[src/rtl/mem_arbiter_pkg.sv]
// Shared definitions for the two-requester memory arbiter and its benches.
//   REQ_A / REQ_B    : requester indices, also the encoding of the last-grant register
//   MAX_LOCK_DEFAULT : default cap on consecutive locked transfers by one requester
//   lock_owner_e     : which requester (if any) currently holds the lock
package mem_arbiter_pkg;

  localparam logic REQ_A = 1'b0;
  localparam logic REQ_B = 1'b1;

  localparam int unsigned MAX_LOCK_DEFAULT = 16;

  typedef enum logic [1:0] {
    LockNone,
    LockA,
    LockB
  } lock_owner_e;

endpackage

[src/rtl/mem_arbiter.sv]
// Two-requester arbiter in front of a single-port memory with 1-cycle read latency.
// Round-robin between requesters a and b, with an optional lock that lets one requester
// keep the memory for up to MAX_LOCK consecutive transfers.
//
// Ports:
//   clk, rst                      clock; asynchronous active-high reset
//   x_valid/lock/write/wmask/
//   x_wdata/x_addr (x = a, b)     request from requester x
//   x_ready                       x is granted this cycle (transfer = x_valid & x_ready)
//   x_rvalid, x_rdata             read response, one cycle after a read transfer of x
//   mem_valid/write/wmask/
//   mem_wdata/mem_addr            request to the memory, muxed from the granted requester
//   mem_rdata                     read data from the memory, valid one cycle after the read
module mem_arbiter
  import mem_arbiter_pkg::*;
#(
  parameter int unsigned ADDR_WIDTH = 32,
  parameter int unsigned MAX_LOCK   = MAX_LOCK_DEFAULT
) (
  input  logic                  clk,
  input  logic                  rst,

  input  logic                  a_valid,
  input  logic                  a_lock,
  input  logic                  a_write,
  input  logic [3:0]            a_wmask,
  input  logic [31:0]           a_wdata,
  input  logic [ADDR_WIDTH-1:0] a_addr,
  output logic                  a_ready,
  output logic                  a_rvalid,
  output logic [31:0]           a_rdata,

  input  logic                  b_valid,
  input  logic                  b_lock,
  input  logic                  b_write,
  input  logic [3:0]            b_wmask,
  input  logic [31:0]           b_wdata,
  input  logic [ADDR_WIDTH-1:0] b_addr,
  output logic                  b_ready,
  output logic                  b_rvalid,
  output logic [31:0]           b_rdata,

  output logic                  mem_valid,
  output logic                  mem_write,
  output logic [3:0]            mem_wmask,
  output logic [31:0]           mem_wdata,
  output logic [ADDR_WIDTH-1:0] mem_addr,
  input  logic [31:0]           mem_rdata
);

  // Counter holds 0..MAX_LOCK-1 in practice; sized to represent MAX_LOCK itself for the compare.
  localparam int unsigned CntW = $clog2(MAX_LOCK + 1);

  lock_owner_e     owner_q, owner_d;
  logic [CntW-1:0] cnt_q, cnt_d, cnt_inc;
  logic            last_q, last_d;
  logic            rd_pend_a_q, rd_pend_a_d;
  logic            rd_pend_b_q, rd_pend_b_d;

  logic            locked_a, locked_b;
  logic            gnt_a, gnt_b;

  // Grant decision. A lock only counts while its holder keeps valid & lock high; otherwise
  // it is treated as already released and plain round-robin applies.
  always_comb begin
    locked_a = (owner_q == LockA) && a_valid && a_lock;
    locked_b = (owner_q == LockB) && b_valid && b_lock;
    gnt_a    = 1'b0;
    gnt_b    = 1'b0;
    if (!rst) begin
      if (locked_a) begin
        gnt_a = 1'b1;
      end else if (locked_b) begin
        gnt_b = 1'b1;
      end else if (a_valid && b_valid) begin
        if (last_q == REQ_B) begin
          gnt_a = 1'b1;
        end else begin
          gnt_b = 1'b1;
        end
      end else begin
        gnt_a = a_valid;
        gnt_b = b_valid;
      end
    end
  end

  // Next state. A grant always implies a transfer since only valid requesters are granted.
  always_comb begin
    owner_d     = LockNone;
    cnt_d       = '0;
    cnt_inc     = '0;
    last_d      = last_q;
    rd_pend_a_d = gnt_a && !a_write;
    rd_pend_b_d = gnt_b && !b_write;

    if (gnt_a) begin
      last_d = REQ_A;
    end else if (gnt_b) begin
      last_d = REQ_B;
    end

    // Any transfer without lock (or no transfer at all) ends the locked streak.
    if ((gnt_a && a_lock) || (gnt_b && b_lock)) begin
      if ((gnt_a && owner_q == LockA) || (gnt_b && owner_q == LockB)) begin
        cnt_inc = cnt_q + CntW'(1);
      end else begin
        cnt_inc = CntW'(1);
      end
      // Forced release: last_d points at the holder, so the other side wins a contest next.
      if (cnt_inc == CntW'(MAX_LOCK)) begin
        owner_d = LockNone;
        cnt_d   = '0;
      end else begin
        owner_d = gnt_a ? LockA : LockB;
        cnt_d   = cnt_inc;
      end
    end
  end

  always_ff @(posedge clk or posedge rst) begin
    if (rst) begin
      owner_q     <= LockNone;
      cnt_q       <= '0;
      last_q      <= REQ_B;
      rd_pend_a_q <= 1'b0;
      rd_pend_b_q <= 1'b0;
    end else begin
      owner_q     <= owner_d;
      cnt_q       <= cnt_d;
      last_q      <= last_d;
      rd_pend_a_q <= rd_pend_a_d;
      rd_pend_b_q <= rd_pend_b_d;
    end
  end

  // Outputs. Pending flags are cleared asynchronously by rst, so responses are silent in reset.
  always_comb begin
    a_ready   = gnt_a;
    b_ready   = gnt_b;
    mem_valid = gnt_a || gnt_b;
    mem_write = 1'b0;
    mem_wmask = '0;
    mem_wdata = '0;
    mem_addr  = '0;
    if (gnt_a) begin
      mem_write = a_write;
      mem_wmask = a_wmask;
      mem_wdata = a_wdata;
      mem_addr  = a_addr;
    end else if (gnt_b) begin
      mem_write = b_write;
      mem_wmask = b_wmask;
      mem_wdata = b_wdata;
      mem_addr  = b_addr;
    end
    a_rvalid = rd_pend_a_q;
    b_rvalid = rd_pend_b_q;
    a_rdata  = rd_pend_a_q ? mem_rdata : '0;
    b_rdata  = rd_pend_b_q ? mem_rdata : '0;
  end

endmodule

[config.mk]
export PLATFORM = sky130hd
export DESIGN_NAME = mem_arbiter
export DESIGN_NICKNAME = d
export VERILOG_FILES = /design/src/rtl/mem_arbiter_pkg.sv /design/src/rtl/mem_arbiter.sv
export SDC_FILE = /design/constraint.sdc
export NUM_CORES = 1
export LEC_CHECK = 0
export ABC_AREA = 1
export BUFFER_PORTS_ARGS = -buffer_cell sky130_fd_sc_hd__buf_4
export CORE_AREA = 3 3 121 123
export DETAILED_ROUTE_END_ITERATION = 10
export DIE_AREA = 0 0 124 126
export HOLD_SLACK_MARGIN = 0.12
export PLACE_DENSITY = 0.43
export SYNTH_ARGS = -nofsm -noshare
export SYNTH_HDL_FRONTEND = slang
export SYNTH_SLANG_ARGS = --single-unit
[constraint.sdc]
create_clock -name clk -period 4 [get_ports clk]
set_clock_uncertainty 0.2 [all_clocks]
set_input_delay 0 -clock clk [delete_from_list [all_inputs] [get_ports clk]]
set_output_delay 0 -clock clk [all_outputs]
set_load 0.05 [all_outputs]
==> metrics.txt <==
met3 usage 4.266%; WP data arrival 2.86 ns; first-pass GRT wire length 17,240 um; # IOs 314; area growth from synthesis to layout 153.0%; Avg WL per Cell 16.22 um; crit path max fanout 48; post-CTS resize count 0; Flop pwr share 11.7%; Die Ht 126 um; hpwl dp 11,020 um; Ys Warns 0; Netlist Area Pre-Place 1733 um2; Mapped Nets 466; cts bufs inserted 3; Post-route DRC 0; met2 Use GR 27.68%; Max Slew Vio Count 0; clock sink count 10; share of cells above drive strength 1 54.61%; WP data required 3.80 ns; die footprint 15,620 um2; Initial DRC Count 85; switching share of power 50.02%; Gate Count Post-Synth 289; Psw 0.5179 mW; initial cell density of the core 12.58%; antenna violations before repair 0; crit path launch type input pin; Setup TNS 0 ns; fmax 0.3264 GHz; clock tree from TritonCTS built; Top Usage Layer GRT met2; sequential fraction of the synthesis area 14.51%; post-layout net count 775; internal cell power 0.5176 mW; vias in the first global route 3,042; Area contributors post-synth a22o_1 (34%), nand2_1 (18%), inv_1 (17%); P_leak 2.930 nW; count of final hold-check violations 0; final-report setup violation count 0; Die Width 124 um; period utilisation layout 76.58%; Clk Latency, worst-skew pair 0.24 ns; Final GP Congestion 0.9360; # rows 43; overall global routing resource usage 14.50%; combinational power share 71.0%; clock share of power 17.3%; max cap viols 0; Overflow after GRT 0; status finished, final reports clean; min Tclk post-route 3.063 ns; met1 Track Usage GR 15.26%; Power Density 236.2 nW/um2; PortBufs 313; Unique masters post-synth 23; CORE AREA 13,770 um2; Setup crit end kind primary output; drt first pass iters 4; max_slew headroom 27.83%; Min-Delay Path Class input pin to primary output; Max Root-Sink Buffers 2; CTS H-tree lvls 1; slew at the pin closest to its max-slew limit 1.083 ns; critical path class input pin to primary output; Avg Cell Area, Syn 5.996 um2; Synth area leader a22o_1; DRT antenna net count 0; Core Util, Final 31.83%; vias per cell 4.013; pin count of the biggest net entering global routing 49; CTS root buffer clkbuf_16; setup bufs post-CTS 0; # diodes 0; VDD IR max 0.08562 mV; Via Count 3,118; RSZ-0062 raised after global routing no; final wirelength 12,600 um; top-area cell type share of the netlist area 34.37%; synthesized flop and latch total 10
## power groups by stage
stage               Sequential (mW)  Clock, mW  Combinational (mW)
detailed placement            0.122          0               0.737
global route                  0.123      0.190               0.774
floorplan                     0.117          0               0.433
global placement              0.122          0               0.736
finish                        0.121      0.180               0.735
CTS                           0.121      0.183               0.745
## cells by family after synthesis
family | synth area share (%)
XOR/XNOR | 1.517
buffers and inverters | 23.54
flip-flops | 14.51
AO/OA/AOI/OAI | 35.23
AND/OR/NAND/NOR | 24.48
adder cells (fa/ha/maj) | 0.7219
## worst max-delay path, stage by stage
cell and delay [ns]:
dlygate4sd3_1 0.53, buf_4 0.13, inv_1 0.43, nand3_2 0.23, inv_2 0.63, buf_4 0.42
a22o_1 0.22, buf_4 0.21
## layer usage
layer	up-vias	share of wire, %
met1	1363	35
met5	-	0
li1	1536	-
met4	0	2.0
met2	205	51
met3	14	12
## synthesized netlist by cell type
master / number
a21oi_1: 1
dfrtp_1: 9
clkbuf_1: 6
buf_4: 1
xnor2_1: 2
nand3_1: 8
buf_2: 11
nand4_1: 1
nand2_4: 1
inv_2: 2
nand3_2: 1
o21ai_1: 1
a22o_1: 68
buf_6: 2
inv_1: 78
ha_1: 1
nor2_2: 2
dfstp_2: 1
xor2_1: 1
nand2_1: 81
nand2_2: 1
o21ai_0: 1
nor2_1: 9
## flip-flops by register name, indices dropped and copies added, names as in the netlist
signal,count
b_rvalid,1
a_rvalid,1
owner_q,2
last_q,1
cnt_q,5
## layout by cell type (no fill, tap or decap), types with 2 or more instances in the layout
cell type,instances
buf_4,315
nand2_1,81
inv_1,78
a22o_1,68
nor2_1,9
dfrtp_1,9
dlygate4sd3_1,9
nand3_1,8
clkbuf_16,3
nor2_2,2
inv_2,2
xnor2_1,2
## cell type report
cell class              count  area (um2)
clock buffers               4       78.83
well taps                 180       225.2
multi-input cells         179        1074
flip-flops and latches     10       251.5
inverters                  80       300.3
fillers                  1507        9389
repair buffers            324        2455
## path summary, 6_finish.rpt
kind	from	end	slack [ns]	cells past startpoint
setup / recovery	rst	mem_addr[8]	0.94	8
hold / removal	mem_rdata[15]	a_rdata[15]	0.14	4
setup reg to reg	owner_q[0]$_DFF_PP0_	last_q$_DFFE_PP1P_	2.03	7
hold reg to reg	cnt_q[3]$_DFF_PP0_	cnt_q[3]$_DFF_PP0_	0.38	2
max in group asynchronous	rst	cnt_q[3]$_DFF_PP0_	3.02	3
min in group asynchronous	rst	cnt_q[4]$_DFF_PP0_	0.19	3
## repair_timing
| item | CTS | global route |
|---|---|---|
| endpoints found under the setup margin | 0 | 0 |
| endpoints found under the hold margin | 20 | 0 |
| hold buffers | 9 | 0 |
## metrics by stage
step / cells / instance area (um2) / total power, mW / hold slack, ns / worst slack, ns
floorplan: 289 / 1733 / 0.5495 / -0.2886 / 1.866
global placement: 764 / 4215 / 0.8587 / -0.1109 / 1.477
detailed placement: 764 / 4215 / 0.8593 / -0.09687 / 1.444
CTS: 777 / 4384 / 1.049 / 0.1431 / 0.8859
global route: 777 / 4384 / 1.086 / 0.1565 / 0.6190
finish: 777 / 4384 / 1.036 / 0.1443 / 0.9366
No activity file was read; power rests on OpenSTA's default activity.
